<file path="src/rtl/traffic_pkg.sv">
// Shared definitions for the road sensor conditioning path: road indices,
// siren qualifier states, parameter defaults and the arbiter priority helper.
package traffic_pkg;

    localparam int ROAD_S    = 0;
    localparam int ROAD_W    = 1;
    localparam int ROAD_N    = 2;
    localparam int ROAD_E    = 3;
    localparam int NUM_ROADS = 4;

    localparam int CNT_W_DEF      = 6;
    localparam int JAM_ON_DEF     = 16;
    localparam int JAM_OFF_DEF    = 12;
    localparam int DEB_CYCLES_DEF = 4;
    localparam int EMG_HOLD_DEF   = 20;

    typedef enum logic [1:0] {
        SIREN_IDLE,
        SIREN_QUAL,
        SIREN_ACTIVE,
        SIREN_HOLD
    } siren_state_e;

    // Isolates the lowest set bit, so South wins any tie.
    function automatic logic [3:0] lowest_one(input logic [3:0] v);
        return v & (~v + 4'd1);
    endfunction

endpackage

</file>
<file path="src/rtl/road_sensor_conditioner_lane_monitor.sv">
// One road: detector synchronizers, arrive/depart edge detection, saturating
// occupancy counter with Jam hysteresis, and the siren qualify/hold machine.
module lane_monitor
    import traffic_pkg::*;
#(
    parameter int CNT_W      = CNT_W_DEF,
    parameter int JAM_ON     = JAM_ON_DEF,
    parameter int JAM_OFF    = JAM_OFF_DEF,
    parameter int DEB_CYCLES = DEB_CYCLES_DEF,
    parameter int EMG_HOLD   = EMG_HOLD_DEF
) (
    input  logic clk,
    input  logic rst,
    input  logic arrive,
    input  logic depart,
    input  logic siren,
    output logic candidate,
    output logic jam,
    output logic empty
);

    localparam int RUN_MAX = (EMG_HOLD > DEB_CYCLES) ? EMG_HOLD : DEB_CYCLES;
    localparam int RUN_W   = $clog2(RUN_MAX + 1);

    localparam logic [CNT_W-1:0] CNT_MAX   = '1;
    localparam logic [CNT_W-1:0] JAM_ON_C  = CNT_W'(JAM_ON);
    localparam logic [CNT_W-1:0] JAM_OFF_C = CNT_W'(JAM_OFF);
    localparam logic [RUN_W-1:0] DEB_LAST  = RUN_W'(DEB_CYCLES - 1);
    localparam logic [RUN_W-1:0] HOLD_LAST = RUN_W'(EMG_HOLD - 1);

    logic [1:0]       arr_sync, dep_sync, sir_sync;
    logic             arr_prev, dep_prev;
    logic             arr_rise, dep_rise, sir_now;
    logic [CNT_W-1:0] count, count_next;
    siren_state_e     state, state_next;
    logic [RUN_W-1:0] run_cnt, run_next;

    // NOTE: non-blocking assignments make each stage capture the previous
    // stage's old value; blocking here would collapse the chain to one flop.
    always_ff @(posedge clk or negedge rst) begin
        if (!rst) begin
            arr_sync <= '0;
            dep_sync <= '0;
            sir_sync <= '0;
            arr_prev <= 1'b0;
            dep_prev <= 1'b0;
        end else begin
            arr_sync <= {arr_sync[0], arrive};
            dep_sync <= {dep_sync[0], depart};
            sir_sync <= {sir_sync[0], siren};
            arr_prev <= arr_sync[1];
            dep_prev <= dep_sync[1];
        end
    end

    assign arr_rise = arr_sync[1] & ~arr_prev;
    assign dep_rise = dep_sync[1] & ~dep_prev;
    assign sir_now  = sir_sync[1];

    // NOTE: every always_comb output gets a default first so no path leaves
    // it unassigned, which would otherwise infer a latch.
    always_comb begin
        count_next = count;
        if (arr_rise && !dep_rise && count != CNT_MAX) begin
            count_next = count + CNT_W'(1);
        end else if (dep_rise && !arr_rise && count != '0) begin
            count_next = count - CNT_W'(1);
        end
    end

    // Jam looks at the value being loaded so it flips on the same edge as count.
    always_ff @(posedge clk or negedge rst) begin
        if (!rst) begin
            count <= '0;
            jam   <= 1'b0;
        end else begin
            count <= count_next;
            if (count_next >= JAM_ON_C) begin
                jam <= 1'b1;
            end else if (count_next <= JAM_OFF_C) begin
                jam <= 1'b0;
            end
        end
    end

    assign empty = (count == '0);

    // run_cnt counts consecutive highs in QUAL and consecutive lows in HOLD.
    always_comb begin
        state_next = state;
        run_next   = run_cnt;
        unique case (state)
            SIREN_IDLE: begin
                if (sir_now) begin
                    if (DEB_LAST == '0) begin
                        state_next = SIREN_ACTIVE;
                    end else begin
                        state_next = SIREN_QUAL;
                        run_next   = RUN_W'(1);
                    end
                end
            end
            SIREN_QUAL: begin
                if (!sir_now) begin
                    state_next = SIREN_IDLE;
                    run_next   = '0;
                end else if (run_cnt == DEB_LAST) begin
                    state_next = SIREN_ACTIVE;
                    run_next   = '0;
                end else begin
                    run_next = run_cnt + RUN_W'(1);
                end
            end
            SIREN_ACTIVE: begin
                if (!sir_now) begin
                    if (HOLD_LAST == '0) begin
                        state_next = SIREN_IDLE;
                    end else begin
                        state_next = SIREN_HOLD;
                        run_next   = RUN_W'(1);
                    end
                end
            end
            SIREN_HOLD: begin
                if (sir_now) begin
                    state_next = SIREN_ACTIVE;
                    run_next   = '0;
                end else if (run_cnt == HOLD_LAST) begin
                    state_next = SIREN_IDLE;
                    run_next   = '0;
                end else begin
                    run_next = run_cnt + RUN_W'(1);
                end
            end
            default: begin
                state_next = SIREN_IDLE;
                run_next   = '0;
            end
        endcase
    end

    always_ff @(posedge clk or negedge rst) begin
        if (!rst) begin
            state   <= SIREN_IDLE;
            run_cnt <= '0;
        end else begin
            state   <= state_next;
            run_cnt <= run_next;
        end
    end

    assign candidate = (state == SIREN_ACTIVE) || (state == SIREN_HOLD);

endmodule

</file>
<file path="src/rtl/road_sensor_conditioner.sv">
// Conditions raw per-road detector levels into Empty/Jam flags and a single
// non-preemptive Emergency grant for the traffic light controller.
module road_sensor_conditioner
    import traffic_pkg::*;
#(
    parameter int CNT_W      = CNT_W_DEF,
    parameter int JAM_ON     = JAM_ON_DEF,
    parameter int JAM_OFF    = JAM_OFF_DEF,
    parameter int DEB_CYCLES = DEB_CYCLES_DEF,
    parameter int EMG_HOLD   = EMG_HOLD_DEF
) (
    input  logic       clk,
    input  logic       rst,
    input  logic [3:0] Arrive,
    input  logic [3:0] Depart,
    input  logic [3:0] Siren,
    output logic [3:0] Emergency,
    output logic [3:0] Jam,
    output logic [3:0] Empty
);

    logic [3:0] candidate;
    logic [3:0] emergency_next;

    for (genvar i = 0; i < NUM_ROADS; i++) begin : g_lane
        lane_monitor #(
            .CNT_W      (CNT_W),
            .JAM_ON     (JAM_ON),
            .JAM_OFF    (JAM_OFF),
            .DEB_CYCLES (DEB_CYCLES),
            .EMG_HOLD   (EMG_HOLD)
        ) u_lane (
            .clk       (clk),
            .rst       (rst),
            .arrive    (Arrive[i]),
            .depart    (Depart[i]),
            .siren     (Siren[i]),
            .candidate (candidate[i]),
            .jam       (Jam[i]),
            .empty     (Empty[i])
        );
    end

    // The current holder keeps the grant while still a candidate; otherwise
    // the lowest-index candidate takes over on this edge.
    always_comb begin
        emergency_next = lowest_one(candidate);
        if ((Emergency & candidate) != 4'b0000) begin
            emergency_next = Emergency;
        end
    end

    always_ff @(posedge clk or negedge rst) begin
        if (!rst) begin
            Emergency <= 4'b0000;
        end else begin
            Emergency <= emergency_next;
        end
    end

endmodule
</file>
<file path="config.mk">
export PLATFORM = sky130hd
export DESIGN_NAME = road_sensor_conditioner
export DESIGN_NICKNAME = d
export VERILOG_FILES = /design/src/rtl/traffic_pkg.sv /design/src/rtl/road_sensor_conditioner_lane_monitor.sv /design/src/rtl/road_sensor_conditioner.sv
export SDC_FILE = /design/constraint.sdc
export NUM_CORES = 1
export LEC_CHECK = 0
export CORE_MARGIN = 3
export CORE_UTILIZATION = 35
export DETAILED_ROUTE_END_ITERATION = 6
export PLACE_DENSITY = 0.52
export RECOVER_POWER = 50
export SETUP_SLACK_MARGIN = 0.1
export SLEW_MARGIN = 20
export SYNTH_ARGS = -nofsm -noshare
export SYNTH_HDL_FRONTEND = slang
export SYNTH_SLANG_ARGS = --single-unit
</file>
<file path="constraint.sdc">
create_clock -name clk -period 2.74 [get_ports clk]
set_input_delay 0.411 -clock clk [delete_from_list [all_inputs] [get_ports clk]]
set_output_delay 0.411 -clock clk [all_outputs]
set_load 0.1 [all_outputs]
</file>
==> results of run 1 <==
==> per-stage QoR <==
stage | setup WS [ns] | cells | utilization (%) | hold slack, ns | power, mW
after global placement | 0.628 | 606 | 39.6 | 0.333 | 3.93
after CTS | 0.496 | 622 | 42.4 | 0.0647 | 5.42
final | 0.473 | 622 | 42.4 | 0.348 | 5.35
after global routing | 0.149 | 622 | 42.4 | 0.355 | 5.73
after floorplan | 0.748 | 426 | - | 0.115 | 3.58
after detailed placement | 0.508 | 606 | 39.6 | 0.335 | 3.96
==> layout make-up <==
type,count,area [µm²],share of cell area [%]
clock buffer,9,225,4.33
clock inverter,7,123,2.36
inverter,25,93.8,1.81
multi-input combinational,295,2010,38.7
sequential,92,2300,44.3
tap,168,210,4.04
timing repair buffer,26,234,4.50
==> cell usage after synthesis, types with 2 or more instances <==
cell type / instances
o2bb2ai_1: 2
nor3_1: 2
nand4_1: 3
a22oi_1: 3
o211ai_1: 2
a211oi_1: 3
a311o_1: 4
xnor2_1: 15
mux2_2: 5
a32o_1: 2
o21a_1: 4
o21ai_0: 34
a21boi_0: 2
clkbuf_1: 4
o31ai_1: 4
ha_1: 16
a311oi_1: 2
nand2_1: 20
or3_1: 3
inv_1: 25
nand3_1: 20
mux2i_1: 4
a21oi_1: 23
nor3b_1: 6
nand2b_1: 14
nor2b_1: 14
nand4b_1: 4
buf_2: 2
nor2_1: 38
dfrtp_1: 92
a32oi_1: 2
a21o_1: 2
and3b_1: 2
buf_4: 8
and3_1: 5
xor2_1: 7
==> layout by cell type, fill, tap and decap left out, drive strengths merged, types with 12 or more instances in the layout <==
cell / count
nand2b: 15
buf: 13
xnor2: 15
o21ai: 34
ha: 16
a21oi: 23
nor2: 38
dfrtp: 92
nand3: 20
nand2: 20
nor2b: 14
dlygate4sd3: 12
inv: 26
==> cells by family (layout without fill, tap and decap cells) <==
family / after synthesis / after routing / synth area share, %
XOR/XNOR: 22 / 22 / 4.29
flip-flops: 92 / 92 / 51.3
AO/OA/AOI/OAI: 105 / 105 / 16.2
multiplexers: 9 / 9 / 2.15
AND/OR/NAND/NOR: 143 / 143 / 17.7
adder cells (fa/ha/maj): 16 / 16 / 4.46
buffers and inverters: 39 / 67 / 3.98
==> metal layers <==
layer | part of all wire (%) | track usage (%) | vias to the layer above
li1 | - | - | 1553
met1 | 49 | 15.9 | 1495
met2 | 45 | 17.9 | 37
met3 | 3.6 | 3.80 | 12
met4 | 1.7 | 4.27 | 0
met5 | 0 | 0 | -
==> registers in the layout (all words and copies together), names as in the netlist, named ones only <==
signal,cells
Emergency,4
g_lane.u_lane.arr_sync,8
g_lane.u_lane.dep_prev,4
g_lane.u_lane.sir_sync,8
g_lane.u_lane.dep_sync,8
g_lane.u_lane.arr_prev,4
g_lane.u_lane.state,4
g_lane.u_lane.count,24
g_lane.u_lane.run_cnt,20
g_lane.u_lane.jam,4
==> path summary, 6_finish.rpt <==
path / from / endpoint / slack [ns] / cells past startpoint
worst max register to register: g_lane[3].u_lane.count[0] / g_lane[3].u_lane.jam / 0.47 / 6
worst min-delay path: g_lane[0].u_lane.sir_sync[0] / g_lane[0].u_lane.sir_sync[1] / 0.35 / 0
worst max-delay path: g_lane[3].u_lane.count[0] / g_lane[3].u_lane.jam / 0.47 / 6
max in group asynchronous: rst / g_lane[2].u_lane.count[2] / 0.68 / 1
min in group asynchronous: rst / g_lane[3].u_lane.count[2] / 0.74 / 1
worst min register to register: g_lane[0].u_lane.sir_sync[0] / g_lane[0].u_lane.sir_sync[1] / 0.35 / 0
==> power by group through the flow <==
stage	clock network, mW	logic, mW	registers [mW]
finish	1.42	1.82	2.11
global route	1.52	2.02	2.19
CTS	1.47	1.84	2.11
detailed placement	0	1.83	2.13
global placement	0	1.81	2.12
floorplan	0	1.46	2.11
==> reports/qor.csv, run 1 <==
metric,value,unit
"Seq/Total Area, Yosys",51.3,%
GRT Util Overall,11.8,%
GP Congestion,0.782,
failing checks,"capacitance limit, slew limit",
post-cts sizing count,0,
fin area,0.00520,mm²
core area,0.0123,mm²
synthesized flop and latch total,92,
Startpoint Class,flop,
final wirelength,7760,µm
VDD IR max,0.000612,V
clk root buf,clkbuf_16,
switching power,2.07,mW
Cell variety after synth,64,
P_leak,2.23,nW
fin crit period,2.27,ns
Syn-to-layout area delta,15.7,%
Crit path buffers/inverters,0,
# fillers,1161,
combinational power share,34.0,%
slowest CP cell,a311oi_1,
post-DP HPWL,5510,µm
syn nets,456,
internal power,3.29,mW
kind of critical path,flop to flop,
CP top delay family,compound AO/OA/AOI/OAI gates,
Mean Syn Cell Area,10.5,µm²
Avg WL per Cell,12.5,µm
largest net degree at the start of global routing,53,
worst path required time,2.97,ns
Num CTS Buffers,9,
Worst-Margin Slew,2.29,ns
die height,119,µm
Worst path max stage delay,0.59,ns
worst path arrival time,2.50,ns
Die Width,119,µm
DIE AREA,0.0142,mm²
ys flop type,dfrtp_1,
Netlist Area Pre-Place,0.00449,mm²
sequential share of power,39.4,%
starting DRC count in detailed routing,138,
Worst-path clk slew,0.06,ns
Slew Limit Headroom,-52.7,%
clk buf depth,2,
Critical Path End Type,flop,
via count,3097,
dpl cell area,0.00485,mm²
final number of setup-violating endpoints,0,
initial core utilization,36.6,%
Clock power frac,26.6,%
ant diodes,0,
setup TNS,0,ns
crit-path cells,ha_1 > a311oi_1 > nand3_1 > o21ai_0 > xor2_1 > a311o_1,
outcome,"finished, violations left",
H-tree depth,3,
top cell type's share of synthesized area,51.3,%
# port buffers,25,
HP Class,flop to flop,
Post-synth EDFFs,0,
cts hold-fix bufs,0,
max-slew violation count,41,
vias in the first global route,2996,
CTS tree,yes,
share of layout cells above drive strength 1,9.91,%
Post-synth ARST share,100,%
# IOs,26,
leading area contributor after synthesis,dfrtp_1,
crit-path max FO,7,
total grt overflow,0,
final hold violation count,0,
initial antenna violation count,0,
FMAX,441,MHz
Antenna Nets Post-Route,0,
clk_lat worst skew,0.35,ns
Ys Warns,0,
first-pass GRT wire length,13900,µm
# DRC,0,
RSZ-0062 raised after global routing,no,
synth top area cells,"dfrtp_1 (51%), ha_1 (4.5%), o21ai_0 (3.8%), nor2_1 (3.2%), xnor2_1 (2.9%)",
Via density,4.98,
Post-Synthesis Cells,426,
Pre-antenna DRT Iters,4,
Clock Skews,0.00682,ns
CTS sink cnt,92,
Max Cap Viol,1,
nets@finish,479,
fin crit share,82.7,%
switch share,38.6,%
PD cells,1030,mW/mm²
Site Rows,40,
Setup Buffers After CTS,0,
(Power assumes the default switching activity.)
==> run 2, diff against run 1 <==
--- a/config.mk
+++ b/config.mk
@@ -8,7 +8,7 @@
 export CORE_MARGIN = 3
 export CORE_UTILIZATION = 35
 export DETAILED_ROUTE_END_ITERATION = 6
-export PLACE_DENSITY = 0.52
+export PLACE_DENSITY = 0.53
 export RECOVER_POWER = 50
 export SETUP_SLACK_MARGIN = 0.1
 export SLEW_MARGIN = 20
==> constraint.sdc (replaced) <==
create_clock -name clk -period 1.95 [get_ports clk]
set_input_delay 0.2925 -clock clk [delete_from_list [all_inputs] [get_ports clk]]
set_output_delay 0.2925 -clock clk [all_outputs]
set_load 0.1 [all_outputs]
==> run 2 against run 1 <==
The run ends with setup timing left. Maximum frequency up 16%. Register-to-register slack worse by 0.48 ns. Sequential power up 35%. Critical path depth unchanged. Cell count up 8.8%. Sequential cell count unchanged. Clock-buffer cell count up 2. Via count up 8.7%. Largest cell class unchanged.
==> reports/qor.csv, run 2 (synthesized netlist as in run 1, its figures left out) <==
metric,value,unit
outcome,"finished, violations left",
failing checks,setup timing,
largest net degree at the start of global routing,34,
Largest register FFs,24,
FF+latch area,0.00230,mm²
clk_lat worst skew,0.34,ns
worst r2r dst,g_lane[1].u_lane.jam,
clk buf depth,2,
Pre-antenna DRT Iters,6,
Clock Skews,0.00586,ns
PD cells,1430,mW/mm²
Worst-Margin Slew,0.803,ns
final wirelength,8680,µm
worst path arrival time,2.18,ns
Avg WL per Cell,12.8,µm
reg2reg setup slack,-0.005,ns
FMAX,512,MHz
# IOs,26,
P_leak,2.53,nW
# port buffers,25,
final hold violation count,0,
GP Congestion,0.845,
RSZ-0062 raised after global routing,yes,
via count,3367,
final number of setup-violating endpoints,1,
ant diodes,0,
Startpoint Class,flop,
Clock power frac,22.9,%
starting DRC count in detailed routing,183,
switching power,3.13,mW
DIE AREA,0.0142,mm²
Worst-path clk slew,0.06,ns
HP Class,flop to flop,
Die Width,119,µm
die height,119,µm
post-DP HPWL,6000,µm
vias in the first global route,3259,
worst hold slack,0.350,ns
Final Instance Count excl. Fillers,677,
"most common cell after layout, fill and taps aside",dfrtp_1,
H-tree depth,3,
Critical Path End Type,flop,
fin crit period,1.95,ns
post-layout util,47.3,%
"commonest non-fill, non-tap cells in the layout","dfrtp_1 (90), buf_4 (62), nor2_1 (37), o21ai_0 (29)",
kind of critical path,flop to flop,
max-slew violation count,0,
clk root buf,clkbuf_16,
Via density,4.97,
crit-path cells,or3_4 > o311a_4 > nand3_1 > o21ai_2 > xor2_1 > a311o_1,
Reg with most FFs,g_lane.u_lane.count,
CTS sink cnt,92,
nets@finish,535,
RR Startpoint,g_lane[1].u_lane.count[4],
Hold Path Sink,g_lane[3].u_lane.dep_sync[1],
Final WS setup,-0.00477,ns
crit-path max FO,6,
first-pass GRT wire length,14800,µm
Worst path max stage delay,0.41,ns
share of layout cells above drive strength 1,26.1,%
total grt overflow,0,
multi-input logic area,0.00218,mm²
Antenna Nets Post-Route,0,
Syn-to-layout area delta,29.3,%
Register-to-Register Path Depth,6,
Num CTS Buffers,9,
worst path required time,2.17,ns
Hold Startpoint,g_lane[3].u_lane.dep_sync[0],
combinational power share,42.9,%
Site Rows,40,
slowest CP cell,or3_4,
Slew Limit Headroom,46.4,%
# fillers,1095,
initial antenna violation count,0,
switch share,37.7,%
Max Cap Viol,0,
internal power,5.17,mW
top flop regs,"g_lane.u_lane.count (24), g_lane.u_lane.run_cnt (20)",
CTS tree,yes,
# DRC,0,
GRT Util Overall,12.8,%
initial core utilization,36.6,%
placed cell count,646,
core area,0.0123,mm²
sequential share of power,34.2,%
fin crit share,100,%
Hold Crit Depth,0,
VDD IR max,0.000931,V
[run 2: worst max path at each step]
stage                                    startpoint                   end  slack (ns)  cells past startpoint
after floorplan           g_lane[1].u_lane.count[2]  g_lane[1].u_lane.jam        0.06                      5
after global placement    g_lane[2].u_lane.count[4]  g_lane[2].u_lane.jam        0.03                      5
after detailed placement  g_lane[2].u_lane.count[4]  g_lane[2].u_lane.jam       0.005                      5
after CTS                 g_lane[1].u_lane.count[4]  g_lane[1].u_lane.jam       -0.02                      5
after global routing      g_lane[1].u_lane.count[4]  g_lane[1].u_lane.jam       -0.09                      6
final                     g_lane[1].u_lane.count[4]  g_lane[1].u_lane.jam      -0.005                      6
[run 2: worst max-delay path: cells and delay by family (launching register included)]
kind                      cells  cell delay (ns)
AOI/OAI and AO/OA             3             0.78
DFF                           1             0.39
and+or+nand+nor               2             0.53
xor gates and xnor gates      1             0.15
[run 2: final cells by class]
class | instances | area share (%)
sequential | 92 | 39.7
multi-input combinational | 295 | 37.5
timing repair buffer | 82 | 11.9
clock buffer | 11 | 4.35
tap | 168 | 3.62
inverter | 25 | 1.62
clock inverter | 4 | 1.25
[run 2: stage by stage]
| step | setup TNS (ns) | area, µm² | power (mW) | worst slack (ns) |
|---|---|---|---|---|
| after global placement | 0 | 5250 | 6.03 | 0.0302 |
| after floorplan | 0 | 4540 | 5.10 | 0.0591 |
| after detailed placement | 0 | 5250 | 6.07 | 0.00488 |
| after global routing | -0.246 | 5810 | 8.86 | -0.0889 |
| final | -0.00477 | 5810 | 8.30 | -0.00477 |
| after CTS | -0.0491 | 5680 | 8.20 | -0.0155 |
[run 2: routing by layer]
layer / GRT usage, % / up-vias / wire [µm]
li1: - / 1667 / -
met1: 15.9 / 1637 / 4030
met2: 20.6 / 55 / 4190
met3: 5.03 / 8 / 382
met4: 3.91 / 0 / 76
met5: 0 / - / 0
[run 2: timing repair]
action,CTS,global route
hold buffers,1,0
resized for setup,15,19
endpoints found under the hold margin,30,0
setup buffers,5,10
pin swaps,8,13
setup endpoints to repair,13,19
[run 2: power groups by stage]
stage / registers, mW / logic [mW] / clock network, mW
after floorplan: 2.99 / 2.11 / 0
after global placement: 2.84 / 3.19 / 0
after detailed placement: 2.86 / 3.21 / 0
after CTS: 2.84 / 3.38 / 1.98
after global routing: 2.92 / 3.89 / 2.05
final: 2.84 / 3.56 / 1.90
==> edit, RTL diff (settings of run 1) <==
Set the package constant `DEB_CYCLES_DEF` to 2 (it was 4).
--- a/src/rtl/traffic_pkg.sv
+++ b/src/rtl/traffic_pkg.sv
@@ -11,7 +11,7 @@
     localparam int CNT_W_DEF      = 6;
     localparam int JAM_ON_DEF     = 16;
     localparam int JAM_OFF_DEF    = 12;
-    localparam int DEB_CYCLES_DEF = 4;
+    localparam int DEB_CYCLES_DEF = 2;
     localparam int EMG_HOLD_DEF   = 20;
 
     typedef enum logic [1:0] {
Behaviour: not the same (a bounded check fails within 10 cycles, from zero or initial values and one cycle with rst low).
==> edit against run 1 <==
  * The run still ends with max-capacitance violations, max-slew violations left
  * Power increased by 5.8%
  * Sequential share of layout area increased by 1.1 points
  * Design area is 2.5% lower
  * Sequential cell count did not move
  * Wire length is 3.2% lower
  * First-iteration DRC count rose by 2.2%
  * Setup slack worse by 0.089 ns
  * Non-clock buffer count unchanged
  * Area after synthesis decreased by 2.7%
  * Largest cell class unchanged
  * Largest power group unchanged
==> edit: results (changes against run 1) <==
Synth Area in XOR/XNOR 0.0501 (was 0.0429); P_leak 2.21 nW (was 2.23 nW); reg2reg path depth 7 (was 6); worst hold margin 0.348 ns (about the same); # resized after CTS 0 (unchanged); global-route wire length before repair 13600 µm (was 13900 µm); crit-path max FO 6 (was 7); wl on met1 3730 µm (was 3820 µm); Synth cell types 67 (was 64); top layer used by detailed routing met4 (unchanged); vias in the first global route 2878 (was 2996); synth top area cells dfrtp_1 53%, ha_1 5.7%, xnor2_1 3.4% (was dfrtp_1 51%, ha_1 4.5%, o21ai_0 3.8%); GR Layer Usage met3 0.0457 (was 0.0380); largest net degree at the start of global routing 63 (was 53); failing checks max-capacitance violations, max-slew violations (unchanged); mux share of post-synthesis cell area 0.0252 (was 0.0215); Routed met3 length 286 µm (was 282 µm); share of cells above drive strength 1 0.113 (was 0.0991); CP arrival 1.95 ns (was 2.50 ns); Max-slew headroom -0.0219 (was -0.527); # nets final 455 (was 479); TritonRoute pass-1 iters 6 (was 4); commonest cells in the netlist 92 x dfrtp_1, 30 x nor2_1, 26 x nand2_1 (was 92 x dfrtp_1, 38 x nor2_1, 34 x o21ai_0); Worst Setup EP Empty[0] (was g_lane[3].u_lane.jam); maxcap violations 1 (unchanged); crit path launch g_lane[0].u_lane.count[0] (was g_lane[3].u_lane.count[0]); DR vias/cell 4.86 (was 4.98); Post-Route Skew 0.00588 ns (was 0.00682 ns); M1 GR Usage 0.157 (was 0.159); clk_lat worst skew 0.33 ns (was 0.35 ns); max-slew violation count 63 (was 41); gr usage total 0.118 (about the same); outcome finished with violations (unchanged); register area share after synthesis 0.527 (was 0.513); met2 usage 0.180 (was 0.179); dpl hpwl 5190 µm (was 5510 µm); DR iter-0 viols 141 (was 138); routed wire length 7510 µm (was 7760 µm); Min-Delay Endpoint g_lane[2].u_lane.dep_sync[1] (was g_lane[0].u_lane.sir_sync[1]); hold path startpoint g_lane[2].u_lane.dep_sync[0] (was g_lane[0].u_lane.sir_sync[0]); Met2 Wirelength 3410 µm (was 3520 µm); compound-cell area share of the yosys netlist 0.137 (was 0.162)
## edit: changes by cell type in the layout (fill, tap and decap cells not counted), moves of 5 or more
cell      delta
nor2b_1      -5
nand2b_1     -6
nand2_1      +6
nor2_1       -8
o21ai_0     -23
a21oi_1     -10
inv_1        -5
## edit: through the flow
stage | utilization | cells | setup WS, ns | cell area (µm²) | total power, mW
global placement | 0.393 | 578 | 0.533 | 4760 | 4.34
global route | 0.418 | 594 | 0.226 | 5070 | 6.10
detailed placement | 0.393 | 578 | 0.469 | 4760 | 4.37
floorplan | - | 393 | 0.612 | 4370 | 3.92
CTS | 0.420 | 594 | 0.348 | 5090 | 5.76
finish | 0.418 | 594 | 0.384 | 5070 | 5.66
## edit: where the power goes
| part | internal (mW) | switching [mW] |
|---|---|---|
| combinational | 0.819 | 1.30 |
| sequential | 1.75 | 0.464 |
| clock | 0.822 | 0.510 |
| total | 3.39 | 2.27 |
## edit: cell type report
class / count / area (µm²)
fill: 1171 / 7040
clock inverter: 6 / 87.6
clock buffer: 10 / 239
inverter: 21 / 78.8
sequential: 92 / 2300
multi-input combinational: 271 / 1920
timing repair buffer: 26 / 233
tap: 168 / 210
## edit: cell families (layout without fill, tap and decap cells)
kind of cell / after synthesis / in the layout
AND/OR/NAND/NOR: 135 / 135
flip-flops: 92 / 92
AO/OA/AOI/OAI: 81 / 81
buffers and inverters: 30 / 63
XOR/XNOR: 25 / 25
adder cells (fa/ha/maj): 20 / 20
multiplexers: 10 / 10
## edit: worst max-delay path, stage by stage, from the launching register on
cell and delay [ns]:
dfrtp_1 0.44, inv_1 0.14, ha_1 0.15, or4b_4 0.47, nor2_1 0.20, buf_12 0.21
